File: src/rtl/alu8_mul_seq.sv
// Sequencer that borrows the shared alu8 to form an unsigned 8x8->16 product
// by shift-and-add, one ADD and one SHIFT step per multiplier bit.
module alu8_mul_seq #(
  parameter logic [6:0] OP_ADD       = 7'b0001001,
  parameter logic [6:0] OP_SHR       = 7'b0100000,
  parameter logic       ADD_CI       = 1'b0,
  parameter logic       ADD_CO_CARRY = 1'b1
) (
  input  logic        clk,
  input  logic        reset,
  input  logic        start,
  input  logic [7:0]  a_in,
  input  logic [7:0]  b_in,
  output logic        busy,
  output logic        done,
  output logic [15:0] product,
  output logic        alu_own,
  output logic [7:0]  alu_a,
  output logic [7:0]  alu_b,
  output logic        alu_ci,
  output logic [6:0]  alu_op,
  input  logic [7:0]  alu_f,
  input  logic        alu_co
);

  typedef enum logic [1:0] {IDLE, ADD, SHIFT, DONE} state_t;

  state_t      state_q, state_d;
  logic [7:0]  m_q, m_d;
  logic [7:0]  q_q, q_d;
  logic [7:0]  acc_q, acc_d;
  logic        c_q, c_d;
  logic [2:0]  cnt_q, cnt_d;
  logic [15:0] product_q, product_d;

  always_ff @(posedge clk) begin
    if (reset) begin
      state_q   <= IDLE;
      m_q       <= '0;
      q_q       <= '0;
      acc_q     <= '0;
      c_q       <= 1'b0;
      cnt_q     <= '0;
      product_q <= '0;
    end else begin
      state_q   <= state_d;
      m_q       <= m_d;
      q_q       <= q_d;
      acc_q     <= acc_d;
      c_q       <= c_d;
      cnt_q     <= cnt_d;
      product_q <= product_d;
    end
  end

  // ALU drive depends only on registered state, so the path out to alu8 and
  // back through alu_f never forms a combinational loop inside this block.
  always_comb begin
    alu_a  = '0;
    alu_b  = '0;
    alu_ci = 1'b0;
    alu_op = '0;
    case (state_q)
      ADD: begin
        alu_a  = acc_q;
        alu_b  = m_q;
        alu_op = OP_ADD;
        alu_ci = ADD_CI;
      end
      SHIFT: begin
        alu_a  = acc_q;
        alu_op = OP_SHR;
        alu_ci = c_q;
      end
      default: ;
    endcase
  end

  always_comb begin
    state_d   = state_q;
    m_d       = m_q;
    q_d       = q_q;
    acc_d     = acc_q;
    c_d       = c_q;
    cnt_d     = cnt_q;
    product_d = product_q;
    case (state_q)
      IDLE: begin
        if (start) begin
          m_d     = a_in;
          q_d     = b_in;
          acc_d   = '0;
          c_d     = 1'b0;
          cnt_d   = '0;
          state_d = ADD;
        end
      end
      ADD: begin
        if (q_q[0]) begin
          acc_d = alu_f;
          c_d   = (alu_co == ADD_CO_CARRY);
        end else begin
          c_d = 1'b0;
        end
        state_d = SHIFT;
      end
      SHIFT: begin
        // The carry from the add re-enters at bit 7 here, giving the 9th sum bit.
        acc_d = alu_f;
        q_d   = {alu_co, q_q[7:1]};
        cnt_d = cnt_q + 3'd1;
        if (cnt_q == 3'd7) begin
          product_d = {alu_f, alu_co, q_q[7:1]};
          state_d   = DONE;
        end else begin
          state_d = ADD;
        end
      end
      DONE:    state_d = IDLE;
      default: state_d = IDLE;
    endcase
  end

  assign busy    = (state_q != IDLE);
  assign done    = (state_q == DONE);
  assign alu_own = (state_q == ADD) || (state_q == SHIFT);
  assign product = product_q;

endmodule

File: config.mk
export PLATFORM = sky130hd
export DESIGN_NAME = alu8_mul_seq
export DESIGN_NICKNAME = d
export VERILOG_FILES = /design/src/rtl/alu8_mul_seq.sv
export SDC_FILE = /design/constraint.sdc
export NUM_CORES = 1
export LEC_CHECK = 0
export CORE_AREA = 5 5 95 61
export DETAILED_ROUTE_END_ITERATION = 8
export DIE_AREA = 0 0 100 66
export GPL_TIMING_DRIVEN = 0
export PLACE_DENSITY = 0.79
export SYNTH_ARGS = -nofsm -noshare
export SYNTH_HDL_FRONTEND = slang
export SYNTH_SLANG_ARGS = --single-unit
File: constraint.sdc
create_clock -name clk -period 2.2 [get_ports clk]
set_input_delay 0.44 -clock clk [delete_from_list [all_inputs] [get_ports clk]]
set_output_delay 0.44 -clock clk [all_outputs]
set_load 0.01 [all_outputs]
After elaboration in Yosys (flattened, before gate mapping)
Cells that the tools add are included.
{"block": "op_classes", "n_addsub": 1, "eq_ne": 6, "n_mux": 17, "reduce_logical": 12}
{"op": "two-way mux 8 bit", "count": 5}
{"op": "case mux 8 bit (3 select lines)", "count": 1}
{"op": "case mux 8 bit (2 select lines)", "count": 1}
{"op": "case mux 6 bit (2 select lines)", "count": 1}
{"op": "case mux 2 bit (4 select lines)", "count": 1}
{"op": "AND reduction 2 bit", "count": 4}
{"op": "case mux 3 bit (2 select lines)", "count": 1}
{"op": "nonzero test 2 bit", "count": 3}
{"op": "== test 2 bit (second input constant)", "count": 2}
{"op": "two-way mux 2 bit", "count": 2}
{"op": "!= test 2 bit (second input constant)", "count": 2}
{"op": "adder 3 x 1 -> 3 bit (second input constant)", "count": 1}
{"op": "== test 3 bit (second input constant)", "count": 1}
{"op": "two-way mux 1 bit", "count": 3}
{"op": "two-way mux 3 bit", "count": 1}
{"op": "AND reduction 3 bit", "count": 1}
{"op": "nonzero test 3 bit", "count": 1}
{"op": "== test 2 x 1 -> 1 bit (second input constant)", "count": 1}
{"op": "zero test 2 bit", "count": 1}
{"op": "case mux 1 bit (2 select lines)", "count": 1}
{"op": "OR reduction 2 bit", "count": 1}
{"op": "logical OR 1 bit", "count": 1}
{"block": "word_totals", "register_bits": 46, "inputBits": 28, "out_inout_bits": 43, "elab_cells": 43}

Logic depth before layout (Yosys ltp)
Gate-level depths: netlist (run 1).
{"block": "depth", "word_depth": 3, "ltp_mapped": 8, "depth_no_buf": 5}

Worst setup path after synthesis (run 1)
Ideal clock, no wire load.
{"block": "synth_timing", "kind": "register to output", "startpoint": "reg state_q[0]", "endpoint": "out alu_a[0]", "t_arrival_ps": 1326, "required_time_ps": 1760, "path_slack_ps": 434, "stages_incl_launch_ff": 5, "n_path_buf": 1, "path_cell_list": "dfxtp_1 inv_1 ha_1 clkbuf_1 and2_1"}
{"block": "synth_between", "elab_chain_cells": 3, "word_cells_on_any_way": 4, "cone_classes": "eq/ne: 2; mux: 1; reduce/logical: 1"}
{"item": "from (decl)", "line_no": "28", "rtl": "state_t state_q, state_d;"}
{"item": "from (signal assigned)", "line_no": "46", "rtl": "state_q <= state_d;"}
{"item": "== test 2 x 1 -> 1 bit / == test 2 bit (equally long branches)", "line_no": "63", "rtl": "case (state_q)"}
{"item": "OR reduction 2 bit (no line) (*)"}
{"item": "two-way mux 8 bit (*)", "line_no": "63"}
{"item": "to (decl)", "line_no": "18", "rtl": "output logic [7:0] alu_a,"}
Every way passes the cells marked *; elsewhere a longest branch is shown, timed or not.

Worst setup path after layout (run 1)
{"block": "layout_timing", "startpoint": "reg state_q[0]", "endpoint": "out alu_ci"}
{"block": "layout_between", "elab_chain_cells": 2}
{"item": "== test 2 bit", "line_no": "63"}
{"item": "two-way mux 1 bit", "line_no": "63"}
{"item": "to (decl)", "line_no": "20", "rtl": "output logic alu_ci,"}
Every way passes these cells.

==> metrics.md, run 1 <==
| Metric | Value |
|---|---|
| Crit Path Class | reg -> out |
| Vias in the first global route | 1844 |
| Die Span X | 100 µm |
| Initial DRC Count | 88 |
| Sw Ratio | 0.324 |
| Routed Antenna Nets | 0 |
| DP Wirelength | 4.14 mm |
| Met3 Usage GRT | 0.0474 |
| DP Area | 2860 µm² |
| Crit path from | state_q[0]$_SDFFE_PP0P_ |
| Clock Path Buffers | 2 |
| First-pass GRT wire length | 8.98 mm |
| Ys flop type | dfxtp_1 |
| CTS tree | yes |
| Layout cells sized above 1 | 0.106 |
| Final Cycle Share | 0.970 |
| Antenna violations before repair | 0 |
| Fin. Hold Viols | 0 |
| Clk pwr share | 0.220 |
| Clock-pin slew on the worst setup and hold paths | 0.08 ns |
| P_leak | 0.00114 µW |
| Largest net degree at the start of global routing | 16 |
| Final min period | 2.13 ns |
| Clk sink count | 46 |
| Seq pwr share | 0.440 |
| TritonRoute pass-1 iters | 4 |
| Busiest layer in global routing | met2 |
| Startpoint types | flop |
| N_diodes | 0 |
| I/O Buffers | 66 |
| Hold Crit Start | m_q[6]$_SDFFE_PP0P_ |
| Synthesized area per cell | 8.66 µm² |
| Yosys top cell area share | 0.438 |
| Outcome | finished clean |
| Asr flop ratio synth | 0 |
| Number of synthesized flops with an enable pin | 0 |
| DIE AREA | 6600 µm² |
| Gpl congestion | 0.772 |
| Peak supply drop | 0.000305 V |
| Count leader, synth | dfxtp_1 |
| CTS Buf Count | 5 |
| Layout area overhead | 42.4% |
| Max-cap violation count | 0 |
| Slew Limit Fails | 0 |
| Fmax | 0.469 GHz |
| Hold WS | 0.454 ns |
| Row cnt | 20 |
| Total grt overflow | 0 |
| Syn Inst Count | 243 |
| Setup_tns | 0 ns |
| Core Box Area | 4880 µm² |
| Worst reg2reg startpoint | state_q[1]$_SDFFE_PP0P_ |
| DRC viols | 0 |
| Final setup viols | 0 |
| CP arrival | 1.69 ns |
| Synth area leader | dfxtp_1 |
| Starting Density | 0.431 |
| DR WL/cell | 14.5 µm |
| Post-synthesis cell area | 2100 µm² |
| Clk_skew | 0.00500 ns |
| YS warnings | 0 |
| Final nets | 357 |
| Die Ht | 66 µm |
| Comb pwr share | 0.340 |
| Clk Latency, worst-skew pair | 0.30 ns |
| Design area | 3000 µm² |
| Final Util | 0.614 |
| H-tree levels | 2 |
| Synthesized flop and latch total | 46 |
| Met1 Use GR | 0.237 |
| Synth area leaders | dfxtp_1 44%, nand2_1 7.7%, a21oi_1 6.4%, and2_1 5.4%, ha_1 4.8% |
| DRT Wirelength | 5.61 mm |
| Root Buffer | clkbuf_8 |
| DR vias | 1989 |
| Synth cell count leaders | 46 x dfxtp_1, 43 x nand2_1, 27 x a21oi_1 |
| Fillcell total | 436 |
| GRT Total Usage | 0.170 |
| Via/cell ratio | 5.14 |
| Cell Pwr Density | 740 nW/µm² |
| Netlist cell types | 29 |
| Internal | 1500 µW |
| Critical Path End Type | primary output |
| Boundary Pins | 71 |
| Min-Delay Path Class | reg -> reg |
| Crit path max fanout | 10 |
| Crit path required time | 1.76 ns |
| Met2 Use GR | 0.259 |
| Seq/Total Area, Yosys | 0.438 |
| Switching Power | 719 µW |
-- final timing paths --
path	endpoint	slack, ns	depth (start not counted)
setup / recovery	alu_ci	0.07	6
hold / removal	m_q[6]$_SDFFE_PP0P_	0.45	2
setup reg to reg	acc_q[7]$_SDFFE_PP0P_	0.31	6
hold reg to reg	m_q[6]$_SDFFE_PP0P_	0.45	2
-- power groups by stage --
stage                     clock network [µW]  logic, µW  registers (µW)
after floorplan                            0        445             974
after global placement                     0        677             989
after detailed placement                   0        696             992
after CTS                                497        724             977
after global routing                     539        825             986
final                                    487        754             976
-- cell type report --
cell class,count,area (µm²),area share
sequential,46,926,0.309
inverter,4,15.0,0.00501
multi-input combinational,172,1060,0.355
timing repair buffer,69,674,0.225
clock inverter,2,10.0,0.00334
buffer,23,156,0.0522
tap,66,82.6,0.0276
clock buffer,5,68.8,0.0230
-- per-layer routing --
layer,part of all wire,vias up
met5,0,-
met4,0.0066,0
met2,0.42,67
met1,0.49,919
met3,0.081,5
li1,-,998
-- critical path, cell delays in order, from the launching register on --
cell,delay [ns]
dfxtp_4,0.37
inv_2,0.06
ha_1,0.23
buf_6,0.15
buf_6,0.15
and2_1,0.16
dlygate4sd2_1,0.28
-- per-stage QoR --
| stage | cells | setup slack, ns | total power (µW) |
|---|---|---|---|
| after detailed placement | 378 | -0.244 | 1690 |
| after CTS | 385 | -0.000302 | 2200 |
| after global placement | 378 | -0.194 | 1670 |
| final | 387 | 0.0658 | 2220 |
| after floorplan | 246 | 0.434 | 1420 |
| after global routing | 387 | -0.000746 | 2350 |
-- cell families after synthesis --
| logic type | Yosys count | share of synthesized area |
|---|---|---|
| adder cells (fa/ha/maj) | 8 | 0.0476 |
| buffers and inverters | 28 | 0.0755 |
| multiplexers | 10 | 0.0500 |
| other | 1 | 0.00178 |
| AND/OR/NAND/NOR | 94 | 0.209 |
| flip-flops | 46 | 0.438 |
| AO/OA/AOI/OAI | 56 | 0.178 |
-- what timing repair did --
item                                    in CTS  in global routing
endpoints found under the setup margin      19                 12
resized for setup                           21                  5
buffers inserted                             1                  2
hold buffers                                 0                  0
-- registers in the layout, summed over array words and instances (netlist names) --
signal,flops
product,16
cnt_q,3
acc_q,8
state_q,2
q_q,8
c_q,1
m_q,8
-- cell usage in the layout (no fill, tap or decap), drive strengths merged --
master / synthesis / layout
clkinv: 0 / 2
a311oi: 1 / 1
nand2b: 1 / 1
dlygate4sd2: 0 / 9
o21ai: 1 / 1
nor2b: 2 / 2
nor2: 11 / 11
a32oi: 2 / 2
dlymetal6s2s: 0 / 1
nand2: 43 / 43
mux2: 1 / 1
a211oi: 9 / 9
a21oi: 27 / 27
conb: 1 / 4
nor3: 1 / 1
o41ai: 8 / 8
inv: 4 / 4
nand3: 16 / 16
and2: 18 / 18
dfxtp: 46 / 46
clkbuf: 10 / 14
o311ai: 8 / 8
buf: 14 / 17
ha: 8 / 8
clkdlybuf4s50: 0 / 56
nand4: 1 / 1
mux2i: 9 / 9
nand3b: 1 / 1
(Power assumes the default switching activity.)
==> inputs of run 2 (changes only) <==
Settings changed: CELL_PAD_IN_SITES_DETAIL_PLACEMENT from default to 1, CELL_PAD_IN_SITES_GLOBAL_PLACEMENT from default to 1, CORE_AREA 5 5 95 61 to 5 5 110 70, DIE_AREA 0 0 100 66 to 0 0 115 75.
==> run 2 against run 1 <==
  * Flip-flop and latch count is the same
  * First-iteration DRC count shrank 53%
  * Critical path depth shrank 2
  * Clock skew grew 0.0031 ns
  * Clock-buffer cell count is the same
  * Worst setup slack lost 0.048 ns
  * Routed wire length grew 14%
  * Non-clock buffer count shrank 3
  * Core utilization shrank 15 points
  * Sequential share of layout area shrank 0.38 points
  * Critical path type unchanged
  * Largest power group unchanged
  * Highest routed layer unchanged
==> metrics.md, run 2 (synthesis results as in run 1) <==
| Metric | Value |
|---|---|
| PnR worst setup slack | 0.0175 ns (-0.0483 ns) |
| CP arrival | 1.74 ns (+0.05 ns) |
| Clk sink count | 46 (unchanged) |
| Initial DRC Count | 41 (-53%) |
| Final min period | 2.18 ns (+0.0483 ns) |
| Max-cap violation count | 0 (unchanged) |
| Hold Path Stages | 2 (unchanged) |
| Clk_skew | 0.00806 ns (+0.00305 ns) |
| P_leak | 0.00122 µW (+6.8%) |
| Clock Path Buffers | 2 (unchanged) |
| Via/cell ratio | 4.95 (-3.8%) |
| Boundary Pins | 71 (unchanged) |
| Fillcell total | 791 (+81%) |
| Antenna violations before repair | 0 (unchanged) |
| Root Buffer | clkbuf_8 |
| FF-to-FF path depth | 6 (unchanged) |
| Gpl congestion | 0.721 (-6.6%) |
| Final Cycle Share | 0.992 (+0.0219) |
| CTS Buf Count | 5 (unchanged) |
| Seq pwr share | 0.416 (-0.024) |
| Clk Latency, worst-skew pair | 0.31 ns (about the same) |
| DIE AREA | 8630 µm² (+31%) |
| DRC viols | 0 (unchanged) |
| Vias in the first global route | 2077 (+13%) |
| DP Wirelength | 4.84 mm (+17%) |
| Switching Power | 757 µW (+5.3%) |
| Final setup viols | 0 (unchanged) |
| Post-CTS Hold Buffers | 0 (unchanged) |
| Crit path required time | 1.76 ns (about the same) |
| Most common cell after layout, fill and taps aside | clkdlybuf4s50_1 |
| Outcome | finished clean |
| Layout area overhead | 44.6% |
| Crit Path Class | reg -> out |
| R2R Setup Slk | 0.27 ns (-0.04 ns) |
| DR WL/cell | 15.8 µm (+9.0%) |
| Hold endpoint | m_q[2]$_SDFFE_PP0P_ |
| Number of flip-flops in the largest register | 16 (unchanged) |
| Internal | 1600 µW (+7.0%) |
| Die Span X | 115 µm (+15%) |
| Starting Density | 0.321 (-0.110) |
| Commonest non-fill, non-tap cells in the layout | 56 x clkdlybuf4s50_1, 44 x dfxtp_1, 43 x nand2_1 |
| Min-Delay Path Class | reg -> reg |
| Total grt overflow | 0 (unchanged) |
| RSZ-0062 raised after global routing | true |
| Worst reg2reg startpoint | state_q[1]$_SDFFE_PP0P_ |
| TritonRoute pass-1 iters | 4 (unchanged) |
| Hold Crit Start | m_q[2]$_SDFFE_PP0P_ |
| DRT Wirelength | 6.41 mm (+14%) |
| Setup WS pre-CTS | -0.306 ns (-0.0626 ns) |
| Routed Antenna Nets | 0 (unchanged) |
| CTS tree | yes |
| I/O Buffers | 66 (unchanged) |
| Sw Ratio | 0.321 (-0.00353) |
| Clk pwr share | 0.270 (+0.050) |
| Die Ht | 75 µm (+14%) |
| First-pass GRT wire length | 10.4 mm (+16%) |
| N_diodes | 0 (unchanged) |
| Layout cells sized above 1 | 0.100 (-0.00561) |
| GRT Total Usage | 0.155 (-0.0151) |
| Cell Pwr Density | 776 nW/µm² (+4.8%) |
| Startpoint types | flop |
| Worst-margin pin slew | 0.505 ns |
| Core Box Area | 6560 µm² (+34%) |
| Largest net degree at the start of global routing | 16 (unchanged) |
| FF-to-FF End | acc_q[6]$_SDFFE_PP0P_ |
| Fmax | 0.458 GHz (-2.2%) |
| Fin. Hold Viols | 0 (unchanged) |
| Crit path max fanout | 5 (-5) |
| Final Util | 0.463 (-0.150) |
| Clock-pin slew on the worst setup and hold paths | 0.09 ns (about the same) |
| Hold WS | 0.454 ns (-0.000606 ns) |
| Slew Limit Fails | 0 (unchanged) |
| Critical Path End Type | primary output |
| Peak supply drop | 0.000264 V (-13%) |
| Row cnt | 23 (+15%) |
| DR vias | 2008 (+0.96%) |
| H-tree levels | 2 (unchanged) |
| Max-slew headroom | 0.664 |
| Final nets | 354 (-0.84%) |
| Comb pwr share | 0.314 (-0.026) |
==> run 2: power groups by stage <==
| stage | registers [µW] | logic (µW) | clock network [µW] |
|---|---|---|---|
| detailed placement | 995 | 709 | 0 |
| floorplan | 974 | 445 | 0 |
| global placement | 990 | 692 | 0 |
| finish | 982 | 740 | 636 |
| global route | 994 | 816 | 687 |
| CTS | 981 | 754 | 644 |
==> run 2: what timing repair did <==
| item | CTS | global route |
|---|---|---|
| buffers inserted | 1 | 0 |
| pin swaps | 1 | 0 |
| gates resized for setup | 17 | 9 |
| setup endpoints to repair | 19 | 17 |
==> run 2: stage by stage <==
step	cells	total power, µW	cell area, µm²	setup TNS [ns]
2_1_floorplan	246	1420	2110	0
3_3_place_gp	399	1680	2880	-2.07
3_5_place_dp	399	1700	2880	-2.42
4_1_cts	407	2380	3030	-0.888
5_1_grt	406	2500	3040	-0.295
6_report	406	2360	3040	0
==> run 2: layer usage <==
layer | up-vias | GRT usage | part of all wire
met3 | 9 | 0.0361 | 0.052
met5 | - | 0 | 0
met2 | 51 | 0.246 | 0.43
li1 | 990 | - | -
met1 | 958 | 0.211 | 0.50
met4 | 0 | 0.0482 | 0.013
==> run 2: cell type report <==
type / count / area (µm²) / share of cell area
multi-input cells: 172 / 1050 / 0.346
flip-flops and latches: 46 / 928 / 0.305
well taps: 87 / 109 / 0.0358
clock inverters: 3 / 40.0 / 0.0132
plain buffers: 22 / 145 / 0.0477
clock buffers: 5 / 68.8 / 0.0226
inverters: 4 / 15.0 / 0.00494
repair buffers: 67 / 682 / 0.224
==> run 2: worst max path at each step <==
stage                            startpoint         to  depth (start not counted)
finish              state_q[1]$_SDFFE_PP0P_  alu_op[3]                          4
detailed placement  state_q[0]$_SDFFE_PP0P_   alu_a[2]                          5
CTS                 state_q[1]$_SDFFE_PP0P_   alu_a[4]                          5
floorplan           state_q[0]$_SDFFE_PP0P_   alu_a[0]                          4
global route        state_q[1]$_SDFFE_PP0P_   alu_b[1]                          4
global placement    state_q[0]$_SDFFE_PP0P_   alu_a[0]                          5
==> run 2: worst max-delay path: stages (launching register included) <==
cell,delay [ns]
dfxtp_4,0.37
inv_2,0.11
ha_1,0.26
buf_4,0.14
clkdlybuf4s50_1,0.55
